===== config.mk =====
export PLATFORM = sky130hd
export DESIGN_NAME = atm_session_ctrl
export DESIGN_NICKNAME = d
export VERILOG_FILES = /design/src/rtl/atm_pkg.sv /design/src/rtl/atm_inactivity_timer.sv /design/src/rtl/atm_session_ctrl.sv
export SDC_FILE = /design/constraint.sdc
export NUM_CORES = 1
export LEC_CHECK = 0
export BUFFER_PORTS_ARGS = -buffer_cell sky130_fd_sc_hd__buf_2
export CAP_MARGIN = 15
export CORE_MARGIN = 4
export CORE_UTILIZATION = 40
export DETAILED_ROUTE_END_ITERATION = 12
export GPL_ROUTABILITY_DRIVEN = 0
export GPL_TIMING_DRIVEN = 0
export PLACE_DENSITY = 0.65
export SYNTH_ARGS = -nofsm -noshare
export SYNTH_HDL_FRONTEND = slang
export SYNTH_SLANG_ARGS = --single-unit

===== constraint.sdc =====
create_clock -name clk -period 28 [get_ports clk]
set_input_delay 4.2 -clock clk [delete_from_list [all_inputs] [get_ports clk]]
set_output_delay 4.2 -clock clk [all_outputs]
set_load 0.01 [all_outputs]

===== src/rtl/atm_pkg.sv =====
// -----------------------------------------------------------------------------
// atm_pkg
// Shared types for the ATM session controller: FSM state encoding, keypad
// operation codes and the error codes reported on err_code.
// No ports; imported by atm_session_ctrl and atm_inactivity_timer.
// -----------------------------------------------------------------------------
package atm_pkg;

    typedef enum logic [1:0] {
        ST_IDLE     = 2'd0,
        ST_WAIT_PSW = 2'd1,
        ST_MENU     = 2'd2,
        ST_EJECT    = 2'd3
    } state_e;

    typedef enum logic [1:0] {
        OP_INQUIRY  = 2'b00,
        OP_WITHDRAW = 2'b01,
        OP_DEPOSIT  = 2'b10,
        OP_END      = 2'b11
    } op_e;

    typedef enum logic [2:0] {
        ERR_NONE     = 3'd0,
        ERR_BAD_CARD = 3'd1,
        ERR_LOCKED   = 3'd2,
        ERR_INSUFF   = 3'd3,
        ERR_LIMIT    = 3'd4,
        ERR_OVF      = 3'd5,
        ERR_TIMEOUT  = 3'd6,
        ERR_ZERO_AMT = 3'd7
    } err_e;

endpackage


===== src/rtl/atm_inactivity_timer.sv =====
// -----------------------------------------------------------------------------
// atm_inactivity_timer
// Counts cycles while enabled and flags when the count reaches threshold.
// Ports:
//   clk, rst    clock, asynchronous active-high reset
//   enable      count only while high (count held at zero otherwise)
//   restart     clear the count this cycle
//   threshold   cycles until timeout; 0 disables the timer
//   timeout     combinational: the count will reach threshold at the next edge
// -----------------------------------------------------------------------------
module atm_inactivity_timer #(
    parameter int TMR_W = 32
) (
    input  logic             clk,
    input  logic             rst,
    input  logic             enable,
    input  logic             restart,
    input  logic [TMR_W-1:0] threshold,
    output logic             timeout
);

    logic [TMR_W-1:0] count_q, count_d;
    logic [TMR_W:0]   count_inc;

    // One extra bit so the comparison cannot wrap at the top of the range.
    assign count_inc = {1'b0, count_q} + (TMR_W+1)'(1);

    // Timeout is not gated by restart: the controller decides priority, and
    // keeping restart out of this path avoids a loop through next-state logic.
    assign timeout = enable && (threshold != '0) && (count_inc >= {1'b0, threshold});

    always_comb begin
        count_d = count_q;
        if (restart || !enable) begin
            count_d = '0;
        end else if (count_q != '1) begin
            count_d = count_inc[TMR_W-1:0];
        end
    end

    always_ff @(posedge clk or posedge rst) begin
        if (rst) begin
            count_q <= '0;
        end else begin
            count_q <= count_d;
        end
    end

endmodule


===== src/rtl/atm_session_ctrl.sv =====
// -----------------------------------------------------------------------------
// atm_session_ctrl
// Single-session ATM controller: account table (PIN, balance, lock bit),
// PIN retry/lock handling, withdraw/deposit datapath with per-session limit,
// and inactivity eject.
// Ports:
//   clk, rst                               clock, asynchronous active-high reset
//   prog_en/prog_idx/prog_psw/prog_bal     table programming (IDLE only)
//   card_in/card_number                    card insertion pulse and id
//   psw_valid/password_input               PIN entry pulse and value
//   op_valid/operation/value               menu operation pulse, code, amount
//   threshold                              inactivity cycles (0 = off)
//   busy                                   state != IDLE
//   card_out, op_done, error, wrong_psw    registered 1-cycle pulses
//   err_code                               error cause, valid with error
//   balance                                current session balance
//   locked                                 session account is locked
// -----------------------------------------------------------------------------
module atm_session_ctrl
    import atm_pkg::*;
#(
    parameter int NUM_ACCTS     = 8,
    parameter int CARD_W        = 6,
    parameter int PSW_W         = 16,
    parameter int BAL_W         = 20,
    parameter int MAX_TRIES     = 3,
    parameter int SESSION_LIMIT = 5000,
    parameter int TMR_W         = 32
) (
    input  logic              clk,
    input  logic              rst,
    input  logic              prog_en,
    input  logic [CARD_W-1:0] prog_idx,
    input  logic [PSW_W-1:0]  prog_psw,
    input  logic [BAL_W-1:0]  prog_bal,
    input  logic              card_in,
    input  logic [CARD_W-1:0] card_number,
    input  logic              psw_valid,
    input  logic [PSW_W-1:0]  password_input,
    input  logic              op_valid,
    input  logic [1:0]        operation,
    input  logic [BAL_W-1:0]  value,
    input  logic [TMR_W-1:0]  threshold,
    output logic              busy,
    output logic              card_out,
    output logic              op_done,
    output logic [BAL_W-1:0]  balance,
    output logic              error,
    output logic [2:0]        err_code,
    output logic              wrong_psw,
    output logic              locked
);

    localparam int IDX_W = (NUM_ACCTS > 1) ? $clog2(NUM_ACCTS) : 1;
    localparam int TRY_W = $clog2(MAX_TRIES + 1);
    localparam logic [CARD_W:0]  NUM_ACCTS_C = (CARD_W+1)'(NUM_ACCTS);
    localparam logic [BAL_W+1:0] LIMIT_C     = (BAL_W+2)'(SESSION_LIMIT);
    localparam logic [TRY_W-1:0] MAX_TRIES_C = TRY_W'(MAX_TRIES);

    // Session total is one bit wider than an amount; widen once more for the check.
    function automatic logic limit_exceeded(input logic [BAL_W:0] total, input logic [BAL_W-1:0] amt);
        logic [BAL_W+1:0] sum;
        sum = {1'b0, total} + {2'b00, amt};
        return sum > LIMIT_C;
    endfunction

    function automatic logic add_overflows(input logic [BAL_W-1:0] a, input logic [BAL_W-1:0] b);
        logic [BAL_W:0] sum;
        sum = {1'b0, a} + {1'b0, b};
        return sum[BAL_W];
    endfunction

    state_e               state_q, state_d;
    logic [PSW_W-1:0]     psw_tab_q [NUM_ACCTS];
    logic [PSW_W-1:0]     psw_tab_d [NUM_ACCTS];
    logic [BAL_W-1:0]     bal_tab_q [NUM_ACCTS];
    logic [BAL_W-1:0]     bal_tab_d [NUM_ACCTS];
    logic [NUM_ACCTS-1:0] lock_tab_q, lock_tab_d;
    logic [IDX_W-1:0]     idx_q, idx_d;
    logic [TRY_W-1:0]     tries_q, tries_d;
    logic [BAL_W:0]       total_q, total_d;
    logic [BAL_W-1:0]     balance_q, balance_d;
    logic                 card_out_q, card_out_d;
    logic                 op_done_q, op_done_d;
    logic                 error_q, error_d;
    logic [2:0]           err_code_q, err_code_d;
    logic                 wrong_psw_q, wrong_psw_d;
    logic                 locked_q, locked_d;

    logic             card_ok, prog_ok, card_reject;
    logic [IDX_W-1:0] card_idx, prog_tab_idx;
    logic             psw_acc, op_acc, psw_match, last_try;
    logic [TRY_W-1:0] tries_inc;
    op_e              op_sel;
    logic             tmr_enable, tmr_restart, timeout;

    assign card_idx     = card_number[IDX_W-1:0];
    assign prog_tab_idx = prog_idx[IDX_W-1:0];
    assign card_ok      = {1'b0, card_number} < NUM_ACCTS_C;
    assign prog_ok      = {1'b0, prog_idx} < NUM_ACCTS_C;
    // Lock check reads the registered table, so a same-cycle program does not affect it.
    assign card_reject  = !card_ok || lock_tab_q[card_idx];
    assign psw_acc      = (state_q == ST_WAIT_PSW) && psw_valid;
    assign op_acc       = (state_q == ST_MENU) && op_valid;
    assign psw_match    = (password_input == psw_tab_q[idx_q]);
    assign tries_inc    = tries_q + TRY_W'(1);
    assign last_try     = (tries_inc == MAX_TRIES_C);
    assign op_sel       = op_e'(operation);

    assign tmr_enable  = (state_q == ST_WAIT_PSW) || (state_q == ST_MENU);
    assign tmr_restart = (state_d != state_q) || psw_acc || op_acc;

    atm_inactivity_timer #(.TMR_W(TMR_W)) u_timer (
        .clk       (clk),
        .rst       (rst),
        .enable    (tmr_enable),
        .restart   (tmr_restart),
        .threshold (threshold),
        .timeout   (timeout)
    );

    always_ff @(posedge clk or posedge rst) begin
        if (rst) begin
            state_q <= ST_IDLE;
        end else begin
            state_q <= state_d;
        end
    end

    // Accepted inputs take priority over a timeout in the same cycle.
    always_comb begin
        state_d = state_q;
        unique case (state_q)
            ST_IDLE: begin
                if (card_in) state_d = card_reject ? ST_EJECT : ST_WAIT_PSW;
            end
            ST_WAIT_PSW: begin
                if (psw_acc) begin
                    if (psw_match)     state_d = ST_MENU;
                    else if (last_try) state_d = ST_EJECT;
                end else if (timeout) begin
                    state_d = ST_EJECT;
                end
            end
            ST_MENU: begin
                if (op_acc) begin
                    if (op_sel == OP_END) state_d = ST_EJECT;
                end else if (timeout) begin
                    state_d = ST_EJECT;
                end
            end
            ST_EJECT: state_d = ST_IDLE;
            default:  state_d = ST_IDLE;
        endcase
    end

    always_comb begin
        psw_tab_d   = psw_tab_q;
        bal_tab_d   = bal_tab_q;
        lock_tab_d  = lock_tab_q;
        idx_d       = idx_q;
        tries_d     = tries_q;
        total_d     = total_q;
        balance_d   = balance_q;
        locked_d    = locked_q;
        op_done_d   = 1'b0;
        error_d     = 1'b0;
        err_code_d  = ERR_NONE;
        wrong_psw_d = 1'b0;
        // Eject pulse coincides with the single cycle spent in EJECT.
        card_out_d  = (state_d == ST_EJECT) && (state_q != ST_EJECT);

        unique case (state_q)
            ST_IDLE: begin
                if (prog_en && prog_ok) begin
                    psw_tab_d[prog_tab_idx]  = prog_psw;
                    bal_tab_d[prog_tab_idx]  = prog_bal;
                    lock_tab_d[prog_tab_idx] = 1'b0;
                end
                if (card_in) begin
                    idx_d   = card_idx;
                    tries_d = '0;
                    if (!card_ok) begin
                        error_d    = 1'b1;
                        err_code_d = ERR_BAD_CARD;
                    end else if (lock_tab_q[card_idx]) begin
                        locked_d   = 1'b1;
                        error_d    = 1'b1;
                        err_code_d = ERR_LOCKED;
                    end
                end
            end
            ST_WAIT_PSW: begin
                if (psw_acc) begin
                    if (psw_match) begin
                        balance_d = bal_tab_q[idx_q];
                    end else begin
                        wrong_psw_d = 1'b1;
                        tries_d     = tries_inc;
                        if (last_try) begin
                            lock_tab_d[idx_q] = 1'b1;
                            locked_d          = 1'b1;
                            error_d           = 1'b1;
                            err_code_d        = ERR_LOCKED;
                        end
                    end
                end else if (timeout) begin
                    error_d    = 1'b1;
                    err_code_d = ERR_TIMEOUT;
                end
            end
            ST_MENU: begin
                if (op_acc) begin
                    unique case (op_sel)
                        OP_INQUIRY: op_done_d = 1'b1;
                        OP_WITHDRAW: begin
                            error_d = 1'b1;
                            if (value == '0)                           err_code_d = ERR_ZERO_AMT;
                            else if (value > balance_q)                err_code_d = ERR_INSUFF;
                            else if (limit_exceeded(total_q, value))   err_code_d = ERR_LIMIT;
                            else begin
                                error_d          = 1'b0;
                                op_done_d        = 1'b1;
                                balance_d        = balance_q - value;
                                total_d          = total_q + {1'b0, value};
                                bal_tab_d[idx_q] = balance_q - value;
                            end
                        end
                        OP_DEPOSIT: begin
                            error_d = 1'b1;
                            if (value == '0)                           err_code_d = ERR_ZERO_AMT;
                            else if (add_overflows(balance_q, value))  err_code_d = ERR_OVF;
                            else begin
                                error_d          = 1'b0;
                                op_done_d        = 1'b1;
                                balance_d        = balance_q + value;
                                bal_tab_d[idx_q] = balance_q + value;
                            end
                        end
                        OP_END: ;
                        default: ;
                    endcase
                end else if (timeout) begin
                    error_d    = 1'b1;
                    err_code_d = ERR_TIMEOUT;
                end
            end
            ST_EJECT: begin
                total_d  = '0;
                tries_d  = '0;
                locked_d = 1'b0;
            end
            default: ;
        endcase
    end

    always_ff @(posedge clk or posedge rst) begin
        if (rst) begin
            for (int i = 0; i < NUM_ACCTS; i++) begin
                psw_tab_q[i] <= '0;
                bal_tab_q[i] <= '0;
            end
            lock_tab_q  <= '0;
            idx_q       <= '0;
            tries_q     <= '0;
            total_q     <= '0;
            balance_q   <= '0;
            card_out_q  <= 1'b0;
            op_done_q   <= 1'b0;
            error_q     <= 1'b0;
            err_code_q  <= '0;
            wrong_psw_q <= 1'b0;
            locked_q    <= 1'b0;
        end else begin
            psw_tab_q   <= psw_tab_d;
            bal_tab_q   <= bal_tab_d;
            lock_tab_q  <= lock_tab_d;
            idx_q       <= idx_d;
            tries_q     <= tries_d;
            total_q     <= total_d;
            balance_q   <= balance_d;
            card_out_q  <= card_out_d;
            op_done_q   <= op_done_d;
            error_q     <= error_d;
            err_code_q  <= err_code_d;
            wrong_psw_q <= wrong_psw_d;
            locked_q    <= locked_d;
        end
    end

    assign busy      = (state_q != ST_IDLE);
    assign card_out  = card_out_q;
    assign op_done   = op_done_q;
    assign balance   = balance_q;
    assign error     = error_q;
    assign err_code  = err_code_q;
    assign wrong_psw = wrong_psw_q;
    assign locked    = locked_q;

endmodule


Word level (Yosys, flattened, before mapping)
Cells that the tools add are included.

Bits in registers: 384. Bits in latches: 0. RAM bits: 0. Bits in read-only memories: 0. Input bits: 124. Output and inout bits: 29. Word-level logic and storage cells: 237. Memories: 0.

Add/subtract/negate cells: 7. Multipliers: 0. Divide/modulo/power cells: 0. Order comparisons: 14. Equality and inequality tests: 31. Shift-type cells: 0. Mux-type cells: 115. Bitwise gates (word level): 5. Reductions and logical operators: 36.

Operator list (number): 160-bit two-way mux (7); 160-bit one-hot mux with 2 select lines (2); 160-bit bitwise mux (3); 20-bit two-way mux (12); 128-bit bitwise mux (1); 20-bit demux with 3-bit select (2); 21-bit two-way mux (5); 20-bit one-hot mux with 2 select lines (2); 32-bit two-way mux (2); 20-bit binary-select mux with 3-bit select (1); 16-bit binary-select mux with 3-bit select (1); 16-bit demux with 3-bit select (1); 16-bit two-way mux (3); 21-bit one-hot mux with 2 select lines (1); 32-bit by 1-bit adder with 33-bit output (second input constant) (1); 33-bit by 32-bit greater-or-equal comparator with 1-bit output (1); 1-bit two-way mux (32); 2-bit two-way mux (16); 8-bit two-way mux (4); 32-bit != test (second input constant) (1); 32-bit nonzero test (1); 2-bit != test (second input constant) (13); 3-bit two-way mux (8); 21-bit by 20-bit adder with 22-bit output (1); 46 further kinds (87).

Logic depth before layout (Yosys ltp)
Depth after elaboration: 13. Mapped depth: 19. Mapped depth without buffers: 18.

By module
A second synthesis with hierarchy kept.

Cell total of the unflattened synthesis: 2201. Area total of the unflattened synthesis: 23039.6 um2.

By module, submodules not included: atm_session_ctrl (times used 1, cells an instance 1885, area each 20349.5 um2, seq. area each 8808.4 um2); atm_inactivity_timer (times used 1, cells an instance 316, area each 2690.1 um2, seq. area each 800.8 um2).

Worst setup path after synthesis
Ideal clock, no wire load.

Path kind: input to register. From: input value[0]. To: register bal_tab_q[80] (netlist bit). Setup time: 0.125 ns. Arrival: 7.426 ns. Required time: 27.875 ns. Path slack: 20.449 ns. Stages: 14. Path buffers: 1. Cell sequence: ha_1 -> inv_1 -> fa_1 -> nand2b_1 -> a211oi_2 -> o2111ai_2 -> a2111oi_2 -> nor3_1 -> nor4b_4 -> nand4b_4 -> a21oi_4 -> nand2_4 -> buf_6 -> mux2_4.

Cells in the longest elaborated chain, start to end: 8. Elaborated cells between the ends (all ways): 23. Classes of those cells: 4 x add/sub; 2 x order compare; 5 x eq/ne; 10 x mux; 2 x reduce/logical.

RTL lines: start: declaration (line atm_session_ctrl.sv:42) `input logic [BAL_W-1:0] value,`; parallel branches: the longest is 8 deep, another holds 21-bit by 20-bit adder with 22-bit output; end signal: assignment (line atm_session_ctrl.sv:276) `bal_tab_q <= bal_tab_d;`; end: declaration (line atm_session_ctrl.sv:76) `logic [BAL_W-1:0] bal_tab_q [NUM_ACCTS];`.

Several ways; the timed one is not identified. The select of a mux whose other input is x is not followed. A chain may end at the register's enable or synchronous reset.

Worst setup path after layout
From: input value[0]. To: register bal_tab_q[141] (netlist bit).

The elaborated chain is that of the path after synthesis.

==> key figures <==
Run status
  – Result of the run: finished clean

Clock network
  – Post-CTS clock slew at the launch and capture registers of the worst setup and hold paths: about 0.060 ns
  – Number of hold buffers added after CTS: 0
  – Number of buffers created by CTS: 44
  – Number of cells upsized or downsized after cts: 0
  – Clock root buffer: sky130_fd_sc_hd__clkbuf_16
  – Clk buf depth: 3
  – Clock tree from TritonCTS: built
  – Sinks on the clock net: roughly 380
  – Clk Latency, worst-skew pair: 0.62 ns
  – Number of levels in the clock H-tree: 2
  – Post-CTS repair timing setup buffer count: 0

Global routing
  – Number of global-route vias before repair: 20800
  – Pin count of the biggest net entering global routing: ~140
  – Global route overflow: 0
  – Antenna violations before repair: 12
  – Combined global-route utilization of all metal layers: 0.251
  – Wire length of the first global-routing pass: 126000 um

Synthesis
  – Post-synthesis net count: 2540
  – Total standard cell area after synthesis: 24200 sq um
  – Proportion of synthesized flip-flops having asynchronous set or reset: 1.00
  – Number of synthesized register bits: 384
  – Biggest area consumer among synthesized cells: sky130_fd_sc_hd__dfrtp_1
  – Fraction of synthesized cell area taken by the top area cell type: 0.396
  – Unique masters post-synth: just over 90
  – Number of enable-type register cells in the synthesized netlist: 0
  – YS warnings: 0
  – Mean instance size in the synthesized netlist: roughly 10 sq um
  – Top area cells in the synthesized netlist: sky130_fd_sc_hd__dfrtp_1 40%, sky130_fd_sc_hd__mux2_2 8.8%, sky130_fd_sc_hd__mux2_4 8.6%
  – Synthesized instance count: 2310
  – Seq/Total Area, Yosys: 0.396
  – Prevailing post-synth register cell: sky130_fd_sc_hd__dfrtp_1

Worst setup path
  – Critical path class: primary input to flip-flop
  – Cell type group with the largest total delay on the critical path: simple AND/OR/NAND/NOR gates
  – Delay of the slowest cell on the worst path: 0.53 ns
  – CP max FO: 10
  – Crit path buffers/inverters: 3
  – Cell type with the highest occurrence count on the critical path: sky130_fd_sc_hd__buf_2
  – Chain of cells forming the critical path: buf_2 -> ha_1 -> inv_1 -> fa_1 -> nand2b_1 -> a211oi_2 -> o2111ai_2 -> a2111oi_2 -> nor3_1 -> nor4b_4 -> nand4b_4 -> nand2_1 -> nand4_2 -> buf_2 -> mux2_2
  – Path length in cells of the critical path: 15
  – Worst reg2reg path depth: 19
  – Max stage delay cell, worst path: sky130_fd_sc_hd__nand4_2
  – Reg-to-reg startpoint: u_timer.count_q[2]
  – Worst Path Arrival: 8.64 ns
  – End of the worst register-to-register path: u_timer.count_q[10]
  – CP Data Required Time: 28.47 ns
  – Kind of end point of the critical path: flip-flop
  – Crit start category: primary input
  – Setup slack of the worst register-to-register path: 22.61 ns

Route
  – Routed Wire Length: ~84000 um
  – Via count: 20900
  – Via density: between 6 and 7
  – ANT nets after route: 0
  – Final routed DRC violation total: 0
  – DRC marker count from the first detailed-route iteration: 2337
  – Iteration count of the initial detailed-routing pass: 6
  – Mean routed wirelength per cell: 25.2 um

Timing
  – Final hold viol count: 0
  – Tightest hold margin: 0.483 ns
  – Post-route fraction of the period consumed by the critical path: 0.292
  – Maximum operating frequency: 122 MHz
  – Transition time of the tightest slew-check pin: 1.22 ns
  – Total Negative Setup Slacks: 0 ns
  – Clock Skew: 0.0396 ns
  – Count of final setup violators: 0
  – RSZ-0062 raised after global routing: no
  – Max-slew headroom at the worst pin: 0.181
  – Slew Viols, Final: 0
  – Post-route minimum period: 8.17 ns

Die
  – Number of cell rows: 89
  – Count of boundary I/O pins: roughly 150
  – Overall die height: approximately 250 um
  – Starting Density: 0.408
  – Floorplan die width: around 250 um
  – Placeable core region: 59500 sq um
  – Die ar.: roughly 65000 sq um

Pwr
  – Static leakage: 0.0130 uW
  – Maximum VDD drop: 0.0577 mV
  – Cell Pwr Density: 102 nW/um^2

Place
  – PortBufs: between 150 and 200
  – DPL Wire Length: 59800 um

Final layout
  – Area Overhead vs Synth: 14.1%
  – Count of nets after finishing: 2742
  – Fraction of layout instances using a drive strength above 1: 0.251

Min path
  – Count of cells along the worst hold path: 2
  – Worst Hold End: tries_q[0]
  – Hold Path Origin: tries_q[0]
  – Kind of path behind the tightest hold check: flip-flop to flip-flop

Run
  – Max-cap check violation count: 0
## routing by layer
layer  vias up  routed length [um]  global-route usage
li1       9099                   -                   -
met1     10400               33800               0.330
met2      1118               38700               0.406
met3       293                7310              0.0489
met4        12                3820               0.112
met5         -                  85                   0
## worst min-delay path, delay by kind of cell (launching register included)
kind	cells	cell delay, ns
AOI/OAI and AO/OA	1	0.06
DFF	1	0.34
and+or+nand+nor	1	0.04
## cell usage in the layout, fill, tap and decap left out, drive strengths merged, types with 94 or more instances in the layout
master,instances
buf,198
nor2,139
dfrtp,384
nand2,137
a21oi,102
ha,103
inv,94
mux2,328
o21ai,101
clkbuf,164
o22ai,164
## stage by stage
step,area [sq um],util,setup slack (ns),cells,power [uW]
2_1_floorplan,24200,-,13.13,2310,1720
5_1_grt,27700,0.465,19.67,3323,2960
3_5_place_dp,26100,0.438,19.35,3239,2170
6_report,27700,0.465,19.83,3324,2830
3_3_place_gp,26000,0.437,9.06,3235,2130
4_1_cts,27600,0.465,19.94,3318,2800
## cell families after synthesis
group	count (synthesis)	synth area share
and+or+nand+nor	508	0.105
xor gates and xnor gates	70	0.0253
buffers and inverters	238	0.0438
DFF	384	0.396
adders and majority gates	106	0.0557
AOI/OAI and AO/OA	636	0.177
muxes	368	0.197
## state kept, by name, indices dropped and copies added (netlist names)
name,flops
bal_tab_q,160
balance,20
card_out,1
err_code,3
error,1
idx_q,3
lock_tab_q,8
locked,1
op_done,1
psw_tab_q,128
state_q,2
total_q,21
tries_q,2
u_timer.count_q,32
wrong_psw,1
## where the power goes
part | switching (uW) | internal [uW] | leakage [uW]
logic | 862 | 529 | 0.00717
registers | 107 | 708 | 0.00509
clock network | 257 | 373 | 0.000768
total | 1230 | 1610 | 0.0130
## worst max path at each step
stage             start                  end  slack (ns)
2_1_floorplan       rst         bal_tab_q[0]       13.13
3_3_place_gp        rst  u_timer.count_q[18]        9.06
3_5_place_dp   value[0]       bal_tab_q[141]       19.35
4_1_cts        value[0]       bal_tab_q[148]       19.94
5_1_grt        value[0]       bal_tab_q[145]       19.67
6_report       value[0]       bal_tab_q[141]       19.83
## Yosys cell counts (16+ instances only)
master	n
sky130_fd_sc_hd__nor2b_1	17
sky130_fd_sc_hd__ha_1	103
sky130_fd_sc_hd__a31oi_1	20
sky130_fd_sc_hd__xnor2_1	48
sky130_fd_sc_hd__nand2_1	130
sky130_fd_sc_hd__nand3_1	53
sky130_fd_sc_hd__a21oi_1	100
sky130_fd_sc_hd__nand2b_1	16
sky130_fd_sc_hd__nor3_1	35
sky130_fd_sc_hd__nor2_1	139
sky130_fd_sc_hd__xor2_1	22
sky130_fd_sc_hd__mux2i_1	28
sky130_fd_sc_hd__dfrtp_1	384
sky130_fd_sc_hd__buf_6	18
sky130_fd_sc_hd__o21ai_0	98
sky130_fd_sc_hd__nor4_1	17
sky130_fd_sc_hd__a22oi_1	46
sky130_fd_sc_hd__a221oi_1	26
sky130_fd_sc_hd__inv_1	93
sky130_fd_sc_hd__clkbuf_1	100
sky130_fd_sc_hd__and2_1	16
sky130_fd_sc_hd__mux2_2	189
sky130_fd_sc_hd__o22ai_1	164
sky130_fd_sc_hd__mux2_4	139
## cell type report
class,instances,area [sq um]
antenna,6,15.0
buffer,142,702
clock buffer,64,1310
clock inverter,15,268
fill,5540,31800
inverter,96,368
multi-input combinational,1688,13600
sequential,384,9610
tap,773,967
timing repair buffer,156,848
No activity file was read; power rests on OpenSTA's default activity.
